--- src/rtl/otter_uart_tx_if.sv ---
// otter_bus: zero-wait memory-mapped bus between a primary and a responder.
interface otter_bus #(
  parameter int WIDTH = 32
);
  logic             wr;
  logic             rd;
  logic [1:0]       size;
  logic [31:0]      addr;
  logic [WIDTH-1:0] wdata;
  logic [WIDTH-1:0] rdata;
  logic             error;
  modport primary (output wr, rd, size, addr, wdata, input rdata, error);
  modport secondary (input wr, rd, size, addr, wdata, output rdata, error);
endinterface

--- src/rtl/otter_uart_tx.sv ---
// otter_uart_tx: memory-mapped 8N1 UART transmitter with TX FIFO and baud divisor.
// Define OTTER_UART_TX_PARITY_EN to add an even-parity bit between data and stop.
module otter_uart_tx #(
  parameter int FIFO_DEPTH  = 8,
  parameter int DEFAULT_DIV = 868,
  parameter int DIV_WIDTH   = 16
) (
  input  logic        clk,
  input  logic        rst,
  otter_bus.secondary bus,
  output logic        tx,
  output logic        irq
);
  localparam int AW = $clog2(FIFO_DEPTH);
`ifdef OTTER_UART_TX_PARITY_EN
  localparam logic PAR_EN = 1'b1;
`else
  localparam logic PAR_EN = 1'b0;
`endif
  typedef enum logic [2:0] {IDLE, START, DATA, PARITY, STOP} state_t;
  state_t               state_q;
  logic [7:0]           mem_q [FIFO_DEPTH];
  logic [AW-1:0]        wp_q, rp_q;
  logic [AW:0]          cnt_q, cnt_d;
  logic [7:0]           shift_q;
  logic [2:0]           idx_q;
  logic [DIV_WIDTH-1:0] div_q, div_d, bit_q;
  logic                 ovf_q, tx_q;
  logic                 full, empty, busy, push, pop, bit_end;
  logic                 is_tx, is_st, is_bd, word, err;
  logic [31:0]          status;
  logic                 unused_bits;
  assign full    = cnt_q == (AW+1)'(FIFO_DEPTH);
  assign empty   = cnt_q == '0;
  assign busy    = state_q != IDLE;
  assign is_tx   = bus.addr[3:0] == 4'h0;
  assign is_st   = bus.addr[3:0] == 4'h4;
  assign is_bd   = bus.addr[3:0] == 4'h8;
  assign word    = bus.size == 2'b10;
  // Full check uses pre-edge count, so a push is refused even if a pop happens this cycle
  assign err     = (bus.rd | bus.wr) & ((bus.rd & bus.wr) | !(is_tx | is_st | is_bd) |
                   ((is_st | is_bd) & !word) | (is_tx & (bus.rd | full)));
  assign push    = bus.wr & is_tx & !err;
  assign pop     = !busy & !empty;
  assign cnt_d   = cnt_q + (AW+1)'(push) - (AW+1)'(pop);
  assign div_d   = bus.wdata[DIV_WIDTH-1:0] == '0 ? DIV_WIDTH'(1) : bus.wdata[DIV_WIDTH-1:0];
  assign bit_end = bit_q == DIV_WIDTH'(1);
  assign status  = {16'h0, 8'(cnt_q), 3'b0, PAR_EN, empty, ovf_q, full, busy};
  assign bus.rdata = (bus.rd & !err) ? (is_st ? status : is_bd ? 32'(div_q) : '0) : '0;
  assign bus.error = err;
  assign tx  = tx_q;
  assign irq = empty & !busy;
  assign unused_bits = ^{bus.addr, bus.wdata};
  always_ff @(posedge clk) begin
    if (push) mem_q[wp_q] <= bus.wdata[7:0];
  end
  always_ff @(posedge clk) begin
    if (rst) begin
      state_q <= IDLE;
      wp_q    <= '0;
      rp_q    <= '0;
      cnt_q   <= '0;
      ovf_q   <= 1'b0;
      div_q   <= DIV_WIDTH'(DEFAULT_DIV);
      bit_q   <= '0;
      idx_q   <= '0;
      shift_q <= '0;
      tx_q    <= 1'b1;
    end else begin
      wp_q  <= wp_q + AW'(push);
      rp_q  <= rp_q + AW'(pop);
      cnt_q <= cnt_d;
      ovf_q <= (ovf_q & !(bus.wr & is_st & !err & bus.wdata[2])) | (bus.wr & !bus.rd & is_tx & full);
      if (bus.wr & is_bd & !err) div_q <= div_d;
      // Every bit reloads its period from div_q, so divisor writes apply at the next bit boundary
      case (state_q)
        IDLE: if (pop) begin
          state_q <= START;
          shift_q <= mem_q[rp_q];
          bit_q   <= div_q;
          tx_q    <= 1'b0;
        end
        START: if (bit_end) begin
          state_q <= DATA;
          idx_q   <= '0;
          bit_q   <= div_q;
          tx_q    <= shift_q[0];
        end else bit_q <= bit_q - DIV_WIDTH'(1);
        DATA: if (bit_end) begin
          bit_q <= div_q;
          idx_q <= idx_q + 3'd1;
          if (idx_q == 3'd7) begin
`ifdef OTTER_UART_TX_PARITY_EN
            state_q <= PARITY;
            tx_q    <= ^shift_q;
`else
            state_q <= STOP;
            tx_q    <= 1'b1;
`endif
          end else tx_q <= shift_q[idx_q + 3'd1];
        end else bit_q <= bit_q - DIV_WIDTH'(1);
        PARITY: if (bit_end) begin
          state_q <= STOP;
          bit_q   <= div_q;
          tx_q    <= 1'b1;
        end else bit_q <= bit_q - DIV_WIDTH'(1);
        STOP: if (bit_end) state_q <= IDLE;
          else bit_q <= bit_q - DIV_WIDTH'(1);
        default: state_q <= IDLE;
      endcase
    end
  end
endmodule

--- src/flat_wrapper.sv ---
// flat-port wrapper written by rule: the top's interface ports become plain ports
module otter_uart_tx_flat 
#(
  parameter int FIFO_DEPTH  = 8,
  parameter int DEFAULT_DIV = 868,
  parameter int DIV_WIDTH   = 16
)
  (clk, rst, tx, irq, bus_wr, bus_rd, bus_size, bus_addr, bus_wdata, bus_rdata, bus_error);
  otter_bus #(.WIDTH(32)) bus_i ();
  input  logic clk;
  input  logic rst;
  output logic tx;
  output logic irq;
  input wire logic [$bits(bus_i.wr)-1:0] bus_wr;
  input wire logic [$bits(bus_i.rd)-1:0] bus_rd;
  input wire logic [$bits(bus_i.size)-1:0] bus_size;
  input wire logic [$bits(bus_i.addr)-1:0] bus_addr;
  input wire logic [$bits(bus_i.wdata)-1:0] bus_wdata;
  output wire logic [$bits(bus_i.rdata)-1:0] bus_rdata;
  output wire logic [$bits(bus_i.error)-1:0] bus_error;
  assign bus_i.wr = bus_wr;
  assign bus_i.rd = bus_rd;
  assign bus_i.size = bus_size;
  assign bus_i.addr = bus_addr;
  assign bus_i.wdata = bus_wdata;
  assign bus_rdata = bus_i.rdata;
  assign bus_error = bus_i.error;
  otter_uart_tx #(.FIFO_DEPTH(FIFO_DEPTH), .DEFAULT_DIV(DEFAULT_DIV), .DIV_WIDTH(DIV_WIDTH)) u_core (.clk(clk), .rst(rst), .bus(bus_i), .tx(tx), .irq(irq));
endmodule
--- config.mk ---
export PLATFORM = sky130hd
export DESIGN_NAME = otter_uart_tx_flat
export DESIGN_NICKNAME = d
export VERILOG_FILES = /design/src/rtl/otter_uart_tx_if.sv /design/src/rtl/otter_uart_tx.sv /design/src/flat_wrapper.sv
export SDC_FILE = /design/constraint.sdc
export NUM_CORES = 1
export LEC_CHECK = 0
export CORE_MARGIN = 2
export CORE_UTILIZATION = 48
export DETAILED_ROUTE_END_ITERATION = 10
export PLACE_DENSITY = 0.81
export SLEW_MARGIN = 20
export SYNTH_ARGS = -nofsm -noshare
export SYNTH_HDL_FRONTEND = slang
export SYNTH_SLANG_ARGS = --single-unit
--- constraint.sdc ---
create_clock -name clk -period 2.55 [get_ports clk]
set_input_delay 0.6375 -clock clk [delete_from_list [all_inputs] [get_ports clk]]
set_output_delay 0.6375 -clock clk [all_outputs]
set_load 0.005 [all_outputs]
Word-level counts from Yosys, hierarchy flattened:

Memory sizes are Yosys's and may differ from the RTL's. A register that Yosys moved wholly into a read port is not among the register bits.
Cells that the tools add are included.

* add/subtract/negate cells: 6
* multipliers: 0
* divide/modulo/power cells: 0
* magnitude comparators: 1
* equality and inequality tests: 17
* shift operators: 0
* multiplexer cells: 27
* bitwise logic cells: 27
* reductions and logical operators: 21

Operator list (count)
* $mux 16: 5
* $mux 32: 2
* $pmux 16 s3: 1
* $mux 3: 7
* $and 1x1->1: 18
* $eq 16x1->1 const B: 1
* $logic_not 16->1: 1
* $sub 16x1->16 const B: 1
* $pmux 3 s5: 1
* $ne 2x1->1 const B: 6
* $or 1x1->1: 9
* $eq 4x4->1 const B: 2
* $logic_not 4->1: 2
* $mux 1: 8
* $logic_not 1->1: 7
* $add 3x1->3: 2
* $eq 3x2->1 const B: 2
* $eq 3x3->1 const B: 2
* $pmux 3 s2: 1
* $reduce_and 3->1: 2
* $reduce_and 6->1: 1
* $reduce_bool 3->1: 2
* $reduce_and 5->1: 1
* $add 4x1->4: 1
* 14 further kinds: 14

* flip-flop bits (word level): 50
* bits in latches: 0
* RAM bits: 64
* bits in read-only memories: 0
* output and inout port bits: 35
* word-level logic and storage cells: 109
* memories kept: 1

Memories
* u_core.mem_q: depth 8, bits a word 8, rd ports 1, clocked after Yosys merged registers in 1, write ports 1, line otter_uart_tx.sv:22 `logic [7:0] mem_q [FIFO_DEPTH];`

Longest topological paths before layout:

Gate-level depths: netlist of the first run.

* word-level depth: 14
* mapped depth: 12

Worst setup path before layout of the first run:

Ideal clock, no wire load.

* path kind: input port to output port
* from: in bus_addr[3]
* to: out bus_rdata[12]
* arrival: 1958 ps
* required time: 1913 ps
* slack: -45 ps
* cell stages on the path: 5
* cells stage by stage: or2_1 a2111oi_4 nand3b_1 nor2_1 and2_1

* word-level cells in the longest chain between the ends: 11
* elaborated cells on any way between the ends: 18
* classes of those cells: eq/ne: 2; mux: 3; bitwise: 10; reduce/logical: 3

Ends and longest elaborated chain
* from (decl): line flat_wrapper.sv:17 `input wire logic [$bits(bus_i.addr)-1:0] bus_addr;`
* $eq 4x3->1 / $logic_not 4->1 (equally long branches): line otter_uart_tx.sv:37, otter_uart_tx.sv:36
* $or 1x1->1 (2 in series): line otter_uart_tx.sv:41 `assign err = (bus.rd | bus.wr) & ((bus.rd & bus.wr) | !(is_tx | is_st | is_bd) |`
* $logic_not 1->1: line otter_uart_tx.sv:41
* $or 1x1->1 (2 in series): line otter_uart_tx.sv:41
* $or 1x1->1: line otter_uart_tx.sv:42 `((is_st | is_bd) & !word) | (is_tx & (bus.rd | full)));`
* $and 1x1->1: line otter_uart_tx.sv:41
* $logic_not 1->1: line otter_uart_tx.sv:49 `assign bus.rdata = (bus.rd & !err) ? (is_st ? status : is_bd ? 32'(div_q) : '0) : '0;`
* $and 1x1->1: line otter_uart_tx.sv:49
* $mux 32 *: line otter_uart_tx.sv:49
* to (decl): line flat_wrapper.sv:19 `output wire logic [$bits(bus_i.rdata)-1:0] bus_rdata;`

Mark *: on every way between the ends. The rest lies on a longest branch, timed or not.

Final worst setup path of the first run:

* from: in bus_addr[2]
* to: out bus_rdata[5]

The elaborated chain is that of the path after synthesis.

==> summary.md, run 1 <==
| Metric | Value |
|---|---|
| Status | finished with violations |
| Failing checks | setup timing |
| Setup CP Type | in -> out |
| Number of flops mapped to enable cells by yosys | 64 |
| Setup TNS | -2.25 ns |
| Die Span Y | 114 microns |
| Full die area | 0.0130 sq mm |
| Post-Syn Area | 0.00580 sq mm |
| Overflow after GRT | 0 |
| Top_reg_cell synth | edfxtp_1 |
| CTS tree | yes |
| Final cell count without fillers | 744 |
| DRC viols | 0 |
| Final wirelength | 15400 microns |
| Yosys reg bits | 122 |
| Clock latency on the worst-skew pair | 0.43 ns |
| Leakage | 2.72 nW |
| Tot GR Track Use | 24.6% |
| Critical path startpoint category | input pin |
| Period minus WS final | 2.80 ns |
| Share of cells above drive strength 1 | 27.3% |
| Crit-path max FO | 3 |
| Clock transition at path regs | 0.06 ns |
| Fin crit share | 110% |
| Placed instance area | 0.00664 sq mm |
| Depth of the CTS H-tree | 4 |
| DPL Wire Length | 10100 microns |
| Remaining antenna violation count after routing | 0 |
| Sequential area share after synthesis | 53.1% |
| Final setup fails | 17 |
| Die width | 114 microns |
| Data required, critical path | 1.91 ns |
| Vias in the first global route | 4403 |
| YS warnings | 0 |
| Area growth, synth to finish | 26.8% |
| Initial antenna violation count | 0 |
| Top post-synthesis cells by area | edfxtp_1 (33%), dfxtp_1 (20%), mux4_2 (7.0%) |
| Vias | 4506 |
| Syn Inst Count | 489 |
| Hold Fails Final Rpt | 0 |
| Pre-Repair DR Iteration Count | 5 |
| Most frequent cell after synthesis | edfxtp_1 |
| Worst Clk Skew | 0.00830 ns |
| Starting Density | 48.7% |
| Max Cap Viol | 0 |
| P per Cell Area | 988 mW/mm^2 |
| Mean routed wirelength per cell | 20.7 microns |
| Max frequency | 357 MHz |
| Crit path DAT | 2.17 ns |
| DRT iter0 DRCs | 325 |
| Rel. slew slack | 44.3% |
| Largest net degree at the start of global routing | 40 |
| # fillers | 837 |
| Routed vias/inst | 6.06 |
| Synth Area per Inst | 11.9 sq um |
| Total power | 0.00727 W |
| Clock root buffer | clkbuf_16 |
| N_diodes | 0 |
| Total CTS buffers | 17 |
| CTS Hold Bufs | 0 |
| Max-slew violations | 0 |
| Reg2reg setup slack | 0.22 ns |
| PortBufs | 44 |
| Maximum vdd drop | 0.818 mV |
| Final core occ | 61.8% |
| Post-synth top cells | edfxtp_1 (64), dfxtp_1 (58), nor2_1 (46) |
| Final #Nets | 669 |
| Yosys cell types | 62 |
| Synth area leader | edfxtp_1 |
| Async set-reset flop share out of synthesis | 0% |
| HP Class | reg -> reg |
| Area of the core | 0.0119 sq mm |
| First-pass GRT wire length | 23900 microns |
| Yosys top cell area share | 33.1% |
| Placed insts | 705 |
| Max clock buf depth | 2 |
| RSZ-0062 raised after global routing | yes |
| Slack of the critical path | -0.254 ns |
| Final GP Congestion | 0.915 |
| Design area | 0.00736 sq mm |
| # rows | 40 |
| CP endpoint kind | output pin |
| Clk sinks | 122 |
| Worst slew pin tran | 0.835 ns |
| # IOs | 105 |
-- area by class of cell --
type | count | area [sq um] | share of cell area, %
Clock buffer | 17 | 425 | 5.78
Clock inverter | 15 | 204 | 2.77
Inverter | 17 | 63.8 | 0.867
Multi-Input combinational cell | 327 | 2570 | 35.0
Sequential cell | 122 | 3080 | 41.9
Tap cell | 147 | 184 | 2.50
Timing Repair Buffer | 99 | 825 | 11.2
-- cell usage in the layout (no fill, tap or decap), types with 13 or more instances in the layout --
cell type	n
clkbuf_16	17
clkdlybuf4s50_1	17
edfxtp_1	64
ha_1	14
inv_1	16
buf_6	14
a22oi_1	13
a21oi_1	19
buf_4	47
buf_2	14
conb_1	16
nand2_1	18
mux4_2	18
mux2i_1	15
nor2_1	37
dfxtp_1	58
-- through the flow --
step,worst slack [ns],hold slack (ns)
after floorplan,0.00438,0.449
after global placement,-0.788,0.460
after detailed placement,-0.920,0.461
after CTS,-0.233,0.476
after global routing,-0.325,0.492
final,-0.254,0.471
-- worst max-delay path: stages --
cell	delay, ns
buf_6	0.10
or2_4	0.25
a2111oi_4	0.32
nand3b_1	0.23
nor2_4	0.20
buf_6	0.12
buf_6	0.08
and2_4	0.14
buf_6	0.09
-- report_power, final --
part	total, W	internal, W	leakage, nW	switching, W
Combinational	0.00218	0.000957	1.37	0.00123
Clock	0.00256	0.00158	0.307	0.000983
Sequential	0.00253	0.00227	1.05	0.000255
Total	0.00727	0.00480	2.72	0.00246
-- path summary, 6_finish.rpt --
check / startpoint / end / cells past startpoint
worst max-delay path: bus_addr[2] / bus_rdata[5] / 9
worst min register to register: u_core.tx$_SDFFE_PP1P_ / u_core.tx$_SDFFE_PP1P_ / 2
worst min-delay path: u_core.tx$_SDFFE_PP1P_ / u_core.tx$_SDFFE_PP1P_ / 2
worst max register to register: u_core.cnt_q[2]$_SDFF_PP0_ / u_core.cnt_q[3]$_SDFF_PP0_ / 12
-- cell families (layout without fill, tap and decap cells) --
kind of cell | Yosys count | count (layout) | synth area share [%]
AND/OR/NAND/NOR | 145 | 145 | 13.8
other | 1 | 16 | 0.0646
adder cells (fa/ha/maj) | 15 | 15 | 3.36
XOR/XNOR | 4 | 4 | 0.604
buffers and inverters | 55 | 148 | 4.85
multiplexers | 33 | 33 | 9.57
AO/OA/AOI/OAI | 114 | 114 | 14.6
flip-flops | 122 | 122 | 53.1
-- flip-flops by register name, indices dropped and copies added, names as in the netlist --
signal	cells
u_core.mem_q	64
u_core.cnt_q	4
u_core.state_q	3
u_core.shift_q	8
u_core.wp_q	3
u_core.rp_q	3
u_core.bit_q	16
u_core.tx	1
u_core.idx_q	3
u_core.ovf_q	1
u_core.div_q	16
-- per-layer routing --
metal | GRT usage (%) | routed length (microns) | vias up | share of wire, %
met5 | 0 | 0 | - | 0
met4 | 10.1 | 422 | 0 | 2.7
met3 | 6.85 | 1160 | 37 | 7.6
met2 | 41.9 | 7870 | 207 | 51
met1 | 29.6 | 5930 | 2212 | 39
li1 | - | - | 2050 | -
-- timing repair --
action                                  4_1_cts  5_1_grt
setup buffers                                 7        0
endpoints found under the setup margin       84       17
pin swaps                                    16        5
resized for setup                           113       17
No activity file was read; power rests on OpenSTA's default activity.
==> run 2, diff against run 1 <==
--- a/config.mk
+++ b/config.mk
@@ -5,8 +5,10 @@
 export SDC_FILE = /design/constraint.sdc
 export NUM_CORES = 1
 export LEC_CHECK = 0
+export CAP_MARGIN = 15
 export CORE_MARGIN = 2
 export CORE_UTILIZATION = 48
+export CTS_CLUSTER_SIZE = 30
 export DETAILED_ROUTE_END_ITERATION = 10
 export PLACE_DENSITY = 0.81
 export SLEW_MARGIN = 20
==> results of run 2 <==
Final layout, timing and power as in run 1 (identical DEF).
